`config.mk`:
```
export PLATFORM = sky130hd
export DESIGN_NAME = inst_fetch_queue
export DESIGN_NICKNAME = d
export VERILOG_FILES = /design/src/rtl/ifq_pkg.sv /design/src/rtl/ifq_fifo.sv /design/src/rtl/inst_fetch_queue.sv
export SDC_FILE = /design/constraint.sdc
export NUM_CORES = 1
export LEC_CHECK = 0
export CORE_MARGIN = 4
export CORE_UTILIZATION = 51
export DETAILED_ROUTE_END_ITERATION = 10
export GPL_ROUTABILITY_DRIVEN = 0
export PLACE_DENSITY = 0.75
export REMOVE_ABC_BUFFERS = 1
export SLEW_MARGIN = 10
export SYNTH_ARGS = -nofsm -noshare
export SYNTH_HDL_FRONTEND = slang
export SYNTH_SLANG_ARGS = --single-unit
```
`constraint.sdc`:
```
create_clock -name clk -period 4.3 [get_ports clk]
set_clock_uncertainty 0.2 [all_clocks]
set_input_delay 0.43 -clock clk [delete_from_list [all_inputs] [get_ports clk]]
set_output_delay 0.43 -clock clk [all_outputs]
set_load 0.02 [all_outputs]
```
`src/rtl/ifq_pkg.sv`:
```
// Shared constants, width helper and pending-read entry type for the instruction fetch queue.
package ifq_pkg;

    localparam int IFQ_DATA_W      = 16;
    localparam int IFQ_ADDR_W      = 12;
    localparam int IFQ_DEPTH       = 4;
    localparam int IFQ_MEM_LAT     = 1;
    localparam int IFQ_RESET_PC    = 0;
    localparam int IFQ_PEND_ADDR_W = 32;

    function automatic int ifq_cnt_w(input int n);
        return (n <= 2) ? 1 : $clog2(n);
    endfunction

    // Address field is sized for the widest supported ADDR_W; users take the low bits.
    typedef struct packed {
        logic                       valid;
        logic [IFQ_PEND_ADDR_W-1:0] addr;
    } ifq_pend_t;

endpackage

```
`src/rtl/ifq_fifo.sv`:
```
// Synchronous {pc, data} FIFO with a registered head; clear beats push and pop.
module ifq_fifo
    import ifq_pkg::*;
#(
    parameter int DATA_W = IFQ_DATA_W,
    parameter int ADDR_W = IFQ_ADDR_W,
    parameter int DEPTH  = IFQ_DEPTH
) (
    input  logic                            clk,
    input  logic                            reset,
    input  logic                            clear,
    input  logic                            push,
    input  logic [DATA_W-1:0]               push_data,
    input  logic [ADDR_W-1:0]               push_pc,
    input  logic                            pop,
    output logic [ifq_cnt_w(DEPTH+1)-1:0]   count,
    output logic                            head_valid,
    output logic [DATA_W-1:0]               head_data,
    output logic [ADDR_W-1:0]               head_pc
);

    localparam int PW = ifq_cnt_w(DEPTH);
    localparam int CW = ifq_cnt_w(DEPTH + 1);

    logic [DATA_W-1:0] data_mem [DEPTH];
    logic [ADDR_W-1:0] pc_mem   [DEPTH];
    logic [PW-1:0]     wr_ptr;
    logic [PW-1:0]     rd_ptr;
    logic [PW-1:0]     rd_next;
    logic [CW-1:0]     count_next;
    logic              do_push;
    logic              do_pop;

    always_comb begin
        do_pop     = pop && (count != '0);
        do_push    = push && ((count != CW'(DEPTH)) || do_pop);
        rd_next    = rd_ptr + PW'(do_pop);
        count_next = count + CW'(do_push) - CW'(do_pop);
    end

    always_ff @(posedge clk) begin
        if (do_push && !clear) begin
            data_mem[wr_ptr] <= push_data;
            pc_mem[wr_ptr]   <= push_pc;
        end
    end

    // The word landing in an otherwise empty queue bypasses storage into the head register.
    always_ff @(posedge clk) begin
        if (reset || clear) begin
            wr_ptr     <= '0;
            rd_ptr     <= '0;
            count      <= '0;
            head_valid <= 1'b0;
            head_data  <= '0;
            head_pc    <= '0;
        end else begin
            wr_ptr     <= wr_ptr + PW'(do_push);
            rd_ptr     <= rd_next;
            count      <= count_next;
            head_valid <= (count_next != '0);
            if (do_push && (wr_ptr == rd_next)) begin
                head_data <= push_data;
                head_pc   <= push_pc;
            end else if (count_next != '0) begin
                head_data <= data_mem[rd_next];
                head_pc   <= pc_mem[rd_next];
            end
        end
    end

endmodule

```
`src/rtl/inst_fetch_queue.sv`:
```
// Instruction fetch front end: credit-limited sequential reads, latency pipe, decode queue, redirect.
// Optional IFQ_PERF_CNT_EN adds saturating stall_cnt / flush_cnt outputs.
module inst_fetch_queue
    import ifq_pkg::*;
#(
    parameter int DATA_W   = IFQ_DATA_W,
    parameter int ADDR_W   = IFQ_ADDR_W,
    parameter int DEPTH    = IFQ_DEPTH,
    parameter int MEM_LAT  = IFQ_MEM_LAT,
    parameter int RESET_PC = IFQ_RESET_PC
) (
    input  logic              clk,
    input  logic              reset,
    output logic              mem_en,
    output logic              mem_read,
    output logic [ADDR_W-1:0] mem_addr,
    input  logic [DATA_W-1:0] mem_din,
    input  logic              redirect,
    input  logic [ADDR_W-1:0] redirect_pc,
    output logic [DATA_W-1:0] inst,
    output logic [ADDR_W-1:0] inst_pc,
    output logic              inst_valid,
    input  logic              inst_ready
`ifdef IFQ_PERF_CNT_EN
    ,
    output logic [31:0]       stall_cnt,
    output logic [31:0]       flush_cnt
`endif
);

    localparam int CW = ifq_cnt_w(DEPTH + 1);

    ifq_pend_t         pend [MEM_LAT];
    logic [ADDR_W-1:0] fetch_pc;
    logic [CW-1:0]     count;
    logic [31:0]       occ;
    logic              pop;
    logic              issue;
    logic              capture;
    logic              pend_addr_unused;

    // Outstanding words = queued + in the latency pipe + being requested now.
    always_comb begin
        occ = 32'(count) + 32'(mem_en);
        for (int i = 0; i < MEM_LAT; i++) begin
            occ = occ + 32'(pend[i].valid);
        end
        pop     = inst_valid && inst_ready;
        issue   = (occ - 32'(pop)) < 32'(DEPTH);
        capture = pend[MEM_LAT-1].valid;
    end

    assign pend_addr_unused = |pend[MEM_LAT-1].addr;
    assign mem_read         = mem_en;

    always_ff @(posedge clk) begin
        if (reset || redirect) begin
            for (int i = 0; i < MEM_LAT; i++) begin
                pend[i] <= '0;
            end
        end else begin
            pend[0] <= '{valid: mem_en, addr: IFQ_PEND_ADDR_W'(mem_addr)};
            for (int i = 1; i < MEM_LAT; i++) begin
                pend[i] <= pend[i-1];
            end
        end
    end

    // mem_addr advances only once its address has actually been requested, so
    // fetch_pc always equals mem_addr + 1 and a stall never skips an address.
    always_ff @(posedge clk) begin
        if (reset) begin
            mem_en   <= 1'b0;
            mem_addr <= ADDR_W'(RESET_PC);
            fetch_pc <= ADDR_W'(RESET_PC) + ADDR_W'(1);
        end else if (redirect) begin
            mem_en   <= 1'b1;
            mem_addr <= redirect_pc;
            fetch_pc <= redirect_pc + ADDR_W'(1);
        end else begin
            mem_en <= issue;
            if (mem_en) begin
                mem_addr <= fetch_pc;
                fetch_pc <= fetch_pc + ADDR_W'(1);
            end
        end
    end

    ifq_fifo #(
        .DATA_W (DATA_W),
        .ADDR_W (ADDR_W),
        .DEPTH  (DEPTH)
    ) u_fifo (
        .clk        (clk),
        .reset      (reset),
        .clear      (redirect),
        .push       (capture),
        .push_data  (mem_din),
        .push_pc    (pend[MEM_LAT-1].addr[ADDR_W-1:0]),
        .pop        (pop),
        .count      (count),
        .head_valid (inst_valid),
        .head_data  (inst),
        .head_pc    (inst_pc)
    );

`ifdef IFQ_PERF_CNT_EN
    always_ff @(posedge clk) begin
        if (reset) begin
            stall_cnt <= 32'd0;
            flush_cnt <= 32'd0;
        end else begin
            if (!inst_valid && (stall_cnt != 32'hFFFF_FFFF)) begin
                stall_cnt <= stall_cnt + 32'd1;
            end
            if (redirect && (flush_cnt != 32'hFFFF_FFFF)) begin
                flush_cnt <= flush_cnt + 32'd1;
            end
        end
    end
`endif

endmodule

```
==> results by group, run 1 <==
Yosys
  • Post-Syn Area: around 0.0076 sq mm
  • Synth Area in Compound Gates: about a tenth
  • Largest family of logic cells by synthesized area: multiplexers
  • Syn Inst Count: roughly 540
  • Ys Warns: 0
  • Post-Synth XOR/XNOR Area: under 10%
  • Simple-gate portion of the synthesized area: just over 7%
  • Seq/Total Area, Yosys: between 60% and 70%
  • Yosys reg bits: 186
  • Yosys cell types: 49
  • Mux contribution to synthesized area: between 10 and 15%
  • Synth Area in Adders: under 10%
  • Syn_area_per_cell: between 10 and 15 sq um

Hold path
  • Min-Delay Endpoint: fetch_pc[0]
  • Hold Path Cell Cnt: 2
  • Worst hold path type: reg2reg
  • Hold Startpoint: fetch_pc[0]

Detailed routing
  • Per-cell routed wire length: around 19 um
  • Post-Route WL: approximately 16 mm
  • DR top layer: met4
  • 1st-pass router iterations: 5
  • WL met2: 7.81 mm
  • Starting DRC count in detailed routing: around 370
  • Met1 WL: about 6.6 mm
  • Routed via count: 4781
  • Vias/cell: 5.93
  • Routed wl met3: around 960 um
  • Drc violations: 0
  • Final ANT Viol Nets: 0

Setup path
  • Reg2reg start: u_fifo.count[1]
  • Element type at the critical path start: input port
  • Required time worst endpoint: between 4 and 5 ns
  • Buf/Inv on CP: 3
  • Crit Path Max Fanout: 22
  • Critical Path Sink Type: flop
  • Worst r2r dst: u_fifo.head_data[15]
  • Sequence of cells on the critical path: clkdlybuf4s50_1 > a211o_1 > o21ai_0 > inv_1 > ha_1 > fa_1 > xnor2_1 > nor3_1 > o21ai_2 > buf_4 > o21ai_0 > a21oi_1
  • CP Class: in2reg
  • Internal reg-to-reg setup slack: between 0.8 and 0.9 ns
  • CP max stage delay: around 0.42 ns
  • Worst path slowest cell: clkdlybuf4s50_1
  • CP most frequent cell: o21ai_0
  • Critical Path AT: around 3.7 ns
  • R2R cell count: 11
  • Delay-heaviest family, CP: compound AO/OA/AOI/OAI gates

Cells and area
  • Area delta synth->final: 19.7%
  • Most frequent cells in the layout: 112 x edfxtp_1, 74 x dfxtp_1, 74 x clkdlybuf4s50_1
  • Share of layout cells above drive strength 1: 14.1%
  • Fin nets: between 600 and 700
  • Layout Cells excl Fill: ~810
  • Most common cell after layout, fill and taps aside: edfxtp_1
  • Ant diodes: 0

GRT
  • Grt ovf: 0
  • Largest net degree at the start of global routing: 44
  • First-pass GRT wire length: about 25 mm
  • Tot GR Track Use: 19.7%
  • Antenna violations before repair: 0
  • Vias in the first global route: 4881

Floorplanning
  • Die Height: 130 um
  • Die Area: between 0.015 and 0.02 sq mm
  • Core ar.: about 0.015 sq mm
  • Row count: between 40 and 50
  • # IOs: 75
  • Starting density of the core: a little over half
  • Die width: approximately 130 um

Run status
  • Run status: finished clean

Timing
  • Least-Margin Pin Slew: about 0.95 ns
  • Max-slew violation count: 0
  • Final Hold Viols: 0
  • Worst slew margin: a little over a third
  • RSZ-0062 raised after global routing: no
  • Crit path time final: 3.55 ns
  • Setup Viol. Count Final: 0
  • Final period utilization: 82.5%
  • Achievable frequency: ~280 MHz

CTS
  • CTS root buf: clkbuf_16
  • # Post-CTS Setup Buffers: 0
  • Clk pin slew, worst setup/hold paths: ~0.060 ns
  • CTS Buf Count: 17
  • Hold buffers post-CTS: 0
  • TritonCTS Sinks: ~190
  • Longest Clk Path Bufs: 2
  • CTS H-tree depth: 4
  • CTS tree: done
  • Post-CTS Resized: 0
  • Clk_lat worst skew: about 0.42 ns

Power and ir drop
  • IR drop worst, VDD: ~270 uV
  • Leak pwr: ~3.1 nW
  • Pwr/cell area: around 400 mW/mm^2
  • Tot Pwr: 3.67 mW

Placement
  • # port buffers: 74
  • Final HPWL DP: between 9 and 10 mm
  • Placed cells: approximately 770

Run
  • Max_cap viols: 0
[registers in the layout (all words and copies together), names as in the netlist, 2 cells and up]
register	cells
u_fifo.head_pc	12
pend	13
u_fifo.rd_ptr	2
u_fifo.head_data	16
mem_addr	12
fetch_pc	12
u_fifo.pc_mem	48
u_fifo.wr_ptr	2
u_fifo.count	3
u_fifo.data_mem	64
[cells by family after synthesis]
group | count (synthesis)
xor+xnor | 17
simple gates | 99
flops | 186
compound gates | 123
fa+ha+maj | 11
buf+inv | 50
mux | 50
[where the power goes]
part / switching [mW] / internal [mW] / leakage, nW
Sequential: 0.0324 / 1.92 / 1.66
Clock: 0.637 / 0.805 / 0.262
Combinational: 0.147 / 0.121 / 1.16
Total: 0.817 / 2.85 / 3.08
[cell type report]
class	instances	area, sq um
inverter	13	48.8
clock inverter	13	101
fill	1115	5460
clock buffer	19	443
tap	184	230
multi-input combinational	300	2530
sequential	186	4840
timing repair buffer	91	881
[layer usage]
layer / track usage, % / vias up
met5: 0 / -
met4: 6.36 / 0
met3: 4.46 / 17
met2: 32.7 / 167
met1: 26.0 / 2415
li1: - / 2182
[stage by stage]
step / setup TNS [ns] / setup WS [ns] / util (%) / instance area (sq um) / hold slack [ns]
3_5_place_dp: 0 / 0.375 / 58.7 / 8530 / 0.266
5_1_grt: 0 / 0.550 / 62.4 / 9070 / 0.303
3_3_place_gp: 0 / 0.555 / 58.7 / 8530 / 0.258
2_1_floorplan: -22.80 / -0.834 / - / 7380 / 0.233
4_1_cts: 0 / 0.811 / 62.4 / 9070 / 0.275
6_report: 0 / 0.752 / 62.4 / 9070 / 0.270
[Yosys cell counts, drive strengths merged]
master	n	share of area [%]
nand2	16	0.79
mux2i	19	2.5
o21ai	16	1.1
fa	1	0.26
mux2	3	0.45
a2111oi	1	0.20
dfxtp	74	20
xnor3	1	0.30
buf	16	1.6
a21oi	42	2.8
o31a	1	0.12
a21boi	1	0.099
a22oi	18	1.8
and3	3	0.25
nor2	28	1.5
mux4	28	8.3
o21a	2	0.20
and4	1	0.12
xnor2	10	1.2
clkbuf	21	1.0
nor2b	1	0.083
ha	10	1.7
a211oi	9	0.89
o211ai	18	1.8
xor2	6	0.69
nand4	5	0.41
nor3b	3	0.30
nor3	6	0.40
a21o	6	0.59
nand3b	4	0.56
or2	2	0.16
a311oi	1	0.12
edfxtp	112	44
nand3	5	0.33
nand4b	3	0.35
a31oi	3	0.25
a211o	2	0.23
nand2b	2	0.16
inv	13	0.64
o22ai	2	0.16
o31ai	1	0.099
and2	20	1.7
[worst min-delay path: stages, from the launching register on]
cell	delay, ns
dfxtp_1	0.33
nand2_1	0.06
nand2_1	0.04
[worst max-delay path by stage]
stage | end | startpoint | cells after the start
global placement | u_fifo.head_data[11] | inst_ready | 12
floorplan | u_fifo.head_data[0] | inst_ready | 8
CTS | u_fifo.head_data[11] | inst_ready | 12
finish | u_fifo.head_data[15] | inst_ready | 12
global route | u_fifo.head_data[15] | inst_ready | 12
detailed placement | u_fifo.head_data[2] | inst_ready | 12
Note: power is estimated with default switching activity, not from simulation.
==> inputs of run 2 (changes only) <==
clock period = 3.3 ns   (was 4.3 ns; I/O delays follow)
==> results by group, run 2 (same netlist as run 1, synthesis figures left out) <==
Timing
  • Min Hold Slack: 0.295 ns (+0.0251 ns)
  • Slack of the critical path: 0.339 ns (-0.413 ns)
  • Setup Viol. Count Final: 0 (unchanged)
  • Crit path time final: around 3.0 ns
  • Max-slew violation count: 0 (unchanged)
  • Least-Margin Pin Slew: 0.845 ns (-0.106 ns)
  • RSZ-0062 raised after global routing: no
  • Achievable frequency: 338 MHz
  • Worst slew margin: 43.4% (+6.9 points)
  • Final period utilization: approximately nine tenths
  • Final Hold Viols: 0 (unchanged)

Floorplanning
  • # IOs: 75 (unchanged)
  • Row count: 44 (unchanged)
  • Starting density of the core: 52.2% (unchanged)
  • Die Height: 130 um (unchanged)
  • Die Area: 0.0169 sq mm (unchanged)
  • Core ar.: 0.0145 sq mm (unchanged)
  • Die width: 130 um (unchanged)

CTS
  • Hold buffers post-CTS: 0 (unchanged)
  • Longest Clk Path Bufs: 2 (unchanged)
  • # Post-CTS Setup Buffers: 0 (unchanged)
  • TritonCTS Sinks: 186 (unchanged)
  • CTS H-tree depth: 4 (unchanged)
  • Clk_lat worst skew: 0.43 ns (about the same)
  • CTS root buf: clkbuf_16
  • CTS tree: done
  • Post-CTS Resized: 0 (unchanged)
  • CTS Buf Count: 17 (unchanged)
  • Clk pin slew, worst setup/hold paths: 0.06 ns (about the same)

Cells and area
  • Max reg flops: 64 (unchanged)
  • Largest Register: u_fifo.data_mem
  • Share of layout cells above drive strength 1: 15.4% (+1.2 points)
  • Area occupied by multi-input gates: 0.00253 sq mm (unchanged)
  • Most frequent cells in the layout: 112 x edfxtp_1, 74 x dfxtp_1, 74 x clkdlybuf4s50_1
  • Regs by FF count: u_fifo.data_mem (64), u_fifo.pc_mem (48), u_fifo.head_data (16)
  • Most common cell after layout, fill and taps aside: edfxtp_1
  • Final core occ: 63.2% (+0.80 points)
  • Fin nets: 660 (+1.2%)
  • Ant diodes: 0 (unchanged)
  • Design Area, Final: 0.00919 sq mm (+1.3%)
  • Sequential cell area: 0.00484 sq mm (unchanged)
  • Area delta synth->final: 21.2%
  • Layout fillers: 1085 (-2.7%)

Power and ir drop
  • Pwr/cell area: 522 mW/mm^2 (+29%)
  • IR drop worst, VDD: 397 uV (+44%)
  • Leak pwr: 3.15 nW (+2.0%)

Detailed routing
  • Per-cell routed wire length: 19.9 um (+2.7%)
  • Drc violations: 0 (unchanged)
  • Post-Route WL: 16.2 mm (+3.7%)
  • Vias/cell: 5.85 (-1.4%)
  • Starting DRC count in detailed routing: 316 (-13%)
  • 1st-pass router iterations: 5 (unchanged)
  • Final ANT Viol Nets: 0 (unchanged)
  • Routed via count: 4759 (-0.46%)

Setup path
  • CP Class: reg2reg
  • Required time worst endpoint: 3.39 ns (-1.01 ns)
  • Sequence of cells on the critical path: a211o_1 > o21ai_0 > inv_1 > ha_1 > fa_1 > xnor2_1 > nor3_1 > buf_4 > o21a_1 > buf_12 > a22oi_1 > a21oi_1
  • Critical Path AT: 3.05 ns (-0.60 ns)
  • CP max stage delay: 0.38 ns (-0.04 ns)
  • Crit Path Max Fanout: 17 (-23%)
  • Critical Path Sink Type: flop
  • Worst path slowest cell: fa_1
  • Element type at the critical path start: flop

GRT
  • First-pass GRT wire length: 25.9 mm (+1.7%)
  • Largest net degree at the start of global routing: 32 (-27%)
  • Vias in the first global route: 4959 (+1.6%)
  • Antenna violations before repair: 0 (unchanged)
  • Grt ovf: 0 (unchanged)
  • Tot GR Track Use: 20.4% (+0.72 points)

Run status
  • Run status: finished clean

Placement
  • # port buffers: 74 (unchanged)
  • Pre-CTS setup slack: -0.0709 ns (-0.446 ns)
  • Final HPWL DP: 10.3 mm (+4.5%)
  • Cell Area, Placed: 0.00864 sq mm (+1.3%)

Run
  • Max_cap viols: 0 (unchanged)

Hold path
  • Worst hold path type: reg2reg
## run 2: cell count changes in the layout (fill, tap and decap cells not counted), sizes merged
cell	change
inv	+1
clkbuf	-1
clkinv	+2
clkinvlp	-2
buf	+8
## run 2: critical path, delay by kind of cell, from the launching register on
| family | cells | cell delay, ns |
|---|---|---|
| AO/OA/AOI/OAI | 5 | 0.99 |
| buffers and inverters | 3 | 0.43 |
| flip-flops | 1 | 0.35 |
| AND/OR/NAND/NOR | 1 | 0.07 |
| XOR/XNOR | 1 | 0.18 |
| adder cells (fa/ha/maj) | 2 | 0.62 |
## run 2: final timing paths
path / start / to / slack, ns / cells past startpoint
setup / recovery: u_fifo.count[1] / u_fifo.head_pc[11] / 0.34 / 12
hold / removal: fetch_pc[0] / fetch_pc[0] / 0.30 / 2
setup reg to reg: u_fifo.count[1] / u_fifo.head_pc[11] / 0.34 / 12
hold reg to reg: fetch_pc[0] / fetch_pc[0] / 0.30 / 2
## run 2: metal layers
| metal | part of all wire (%) | vias to the layer above | track usage [%] |
|---|---|---|---|
| met1 | 41 | 2366 | 25.3 |
| met3 | 5.3 | 29 | 5.36 |
| met5 | 0 | - | 0 |
| met4 | 1.9 | 0 | 7.46 |
| met2 | 51 | 158 | 34.7 |
| li1 | - | 2206 | - |
## run 2: metrics by stage
stage          setup TNS [ns]  power [mW]  instances
2_1_floorplan         -101.86        2.76        499
3_3_place_gp                0        2.95        782
3_5_place_dp           -0.521        2.96        782
4_1_cts                     0        4.83        814
5_1_grt                     0        4.98        814
6_report                    0        4.80        814
## run 2: final cells by class
cell class,instances,area share (%)
clock inverter,14,1.32
clock buffer,18,4.67
inverter,13,0.531
multi-input combinational,300,27.5
timing repair buffer,99,10.8
tap,184,2.50
sequential,186,52.7
## run 2: power by group
| group | leakage (nW) | internal (mW) | total [mW] | switching (mW) |
|---|---|---|---|---|
| logic | 1.22 | 0.169 | 0.362 | 0.193 |
| clock network | 0.270 | 1.04 | 1.89 | 0.847 |
| registers | 1.66 | 2.50 | 2.55 | 0.0457 |
| total | 3.15 | 3.71 | 4.80 | 1.09 |
==> inputs of run 3 (changes only) <==
ABC_AREA = 0   (was unset)
SLEW_MARGIN = 20   (was 10)
clock period = 3.2 ns   (was 3.3 ns; I/O delays follow)
==> results by group, run 3 (same netlist as run 1, synthesis figures left out) <==
Run status
  • Run status: finished clean

Setup path
  • CP Class: reg2reg
  • Critical Path Sink Type: flop
  • Required time worst endpoint: 3.30 ns (-0.09 ns)
  • Element type at the critical path start: flop
  • Crit Path Max Fanout: 16 (-1)
  • Critical Path AT: 3.07 ns (+0.02 ns)

CTS
  • Post-CTS Resized: 0 (unchanged)
  • CTS H-tree depth: 4 (unchanged)
  • Clk_lat worst skew: 0.44 ns (about the same)
  • CTS Buf Count: 17 (unchanged)
  • Longest Clk Path Bufs: 2 (unchanged)
  • Clk pin slew, worst setup/hold paths: 0.07 ns (about the same)
  • CTS root buf: clkbuf_16
  • Hold buffers post-CTS: 0 (unchanged)
  • CTS tree: done
  • TritonCTS Sinks: 186 (unchanged)
  • # Post-CTS Setup Buffers: 0 (unchanged)

Detailed routing
  • Final ANT Viol Nets: 0 (unchanged)
  • Vias/cell: 5.84 (-0.16%)
  • 1st-pass router iterations: 5 (unchanged)
  • Routed via count: 4763 (+0.084%)
  • Per-cell routed wire length: 20.1 um (+1.1%)
  • Drc violations: 0 (unchanged)
  • Starting DRC count in detailed routing: 339 (+7.3%)
  • Post-Route WL: 16.4 mm (+1.3%)

Timing
  • Setup TNS: 0 ns (unchanged)
  • RSZ-0062 raised after global routing: no
  • Least-Margin Pin Slew: 0.796 ns (-0.0493 ns)
  • Achievable frequency: 336 MHz (-0.41%)
  • Setup Viol. Count Final: 0 (unchanged)
  • Final period utilization: 92.9% (+3.2 points)
  • Crit path time final: 2.97 ns (+0.0123 ns)
  • Min Hold Slack: 0.284 ns (-0.0111 ns)
  • Final Hold Viols: 0 (unchanged)
  • Worst slew margin: 46.7% (+3.3 points)
  • Max-slew violation count: 0 (unchanged)

Floorplanning
  • Die width: 130 um (unchanged)
  • Row count: 44 (unchanged)
  • # IOs: 75 (unchanged)
  • Starting density of the core: 52.2% (unchanged)
  • Core ar.: 0.0145 sq mm (unchanged)
  • Die Area: 0.0169 sq mm (unchanged)
  • Die Height: 130 um (unchanged)

Cells and area
  • Ant diodes: 0 (unchanged)
  • Most frequent cells in the layout: 112 x edfxtp_1, 74 x dfxtp_1, 74 x clkdlybuf4s50_1
  • Sequential cell area: 0.00484 sq mm (unchanged)
  • Regs by FF count: u_fifo.data_mem (64), u_fifo.pc_mem (48), u_fifo.head_data (16)
  • Most common cell after layout, fill and taps aside: edfxtp_1
  • Largest Register: u_fifo.data_mem
  • Share of layout cells above drive strength 1: 16.0% (+0.58 points)
  • Layout fillers: 1053 (-2.9%)
  • Area delta synth->final: 22.2%
  • Max reg flops: 64 (unchanged)
  • Area occupied by multi-input gates: 0.00253 sq mm (unchanged)
  • Fin nets: 662 (+0.30%)

Power and ir drop
  • IR drop worst, VDD: 375 uV (-5.6%)
  • Tot Pwr: 5.14 mW (+7.1%)
  • Leak pwr: 3.18 nW (+1.2%)
  • Pwr/cell area: 555 mW/mm^2 (+6.2%)

GRT
  • Tot GR Track Use: 20.5% (+0.081 points)
  • Antenna violations before repair: 0 (unchanged)
  • Vias in the first global route: 4925 (-0.69%)
  • First-pass GRT wire length: 26.3 mm (+1.6%)
  • Largest net degree at the start of global routing: 40 (+25%)
  • Grt ovf: 0 (unchanged)

Placement
  • Final HPWL DP: 10.5 mm (+2.6%)
  • # port buffers: 74 (unchanged)

Run
  • Max_cap viols: 0 (unchanged)

Hold path
  • Worst hold path type: reg2reg
-- run 3: metrics by stage --
step	util, %	setup WS (ns)	cells	instance area [sq um]
global placement	59.6	0.0481	784	8670
detailed placement	59.6	-0.264	784	8670
global route	63.8	0.0848	816	9270
CTS	63.8	0.155	816	9270
floorplan	-	-1.92	499	7380
finish	63.8	0.227	816	9270
-- run 3: final timing paths --
path,startpoint,endpoint,slack (ns),depth (start not counted)
setup / recovery,u_fifo.count[1],u_fifo.head_pc[0],0.23,12
hold / removal,fetch_pc[0],fetch_pc[0],0.28,2
setup reg to reg,u_fifo.count[1],u_fifo.head_pc[0],0.23,12
hold reg to reg,fetch_pc[0],fetch_pc[0],0.28,2
-- run 3: layer usage --
layer	vias up	global-route usage, %	routed length (um)
met5	-	0	0
met3	21	4.42	840
met4	0	6.97	242
met2	153	33.7	8150
li1	2207	-	-
met1	2382	27.3	7150
-- run 3: area by class of cell --
| type | count | share of cell area, % |
|---|---|---|
| flip-flops and latches | 186 | 52.3 |
| multi-input cells | 300 | 27.3 |
| repair buffers | 101 | 11.0 |
| clock buffers | 18 | 4.63 |
| well taps | 184 | 2.48 |
| clock inverters | 14 | 1.85 |
| inverters | 13 | 0.526 |
-- run 3: power breakdown --
group	leakage, nW	switching, mW	internal, mW
combinational	1.23	0.203	0.177
sequential	1.66	0.0451	2.58
clock	0.292	0.901	1.23
total	3.18	1.15	3.99
-- run 3: critical path: stages, from the launching register on --
cell and delay [ns]:
dfxtp_1 0.36, o31a_1 0.34, ha_1 0.28, inv_1 0.04, ha_1 0.18, fa_1 0.39
xnor2_1 0.23, nor3_1 0.07, buf_4 0.15, o21a_1 0.14, buf_12 0.17, a22oi_1 0.19
a21oi_1 0.09
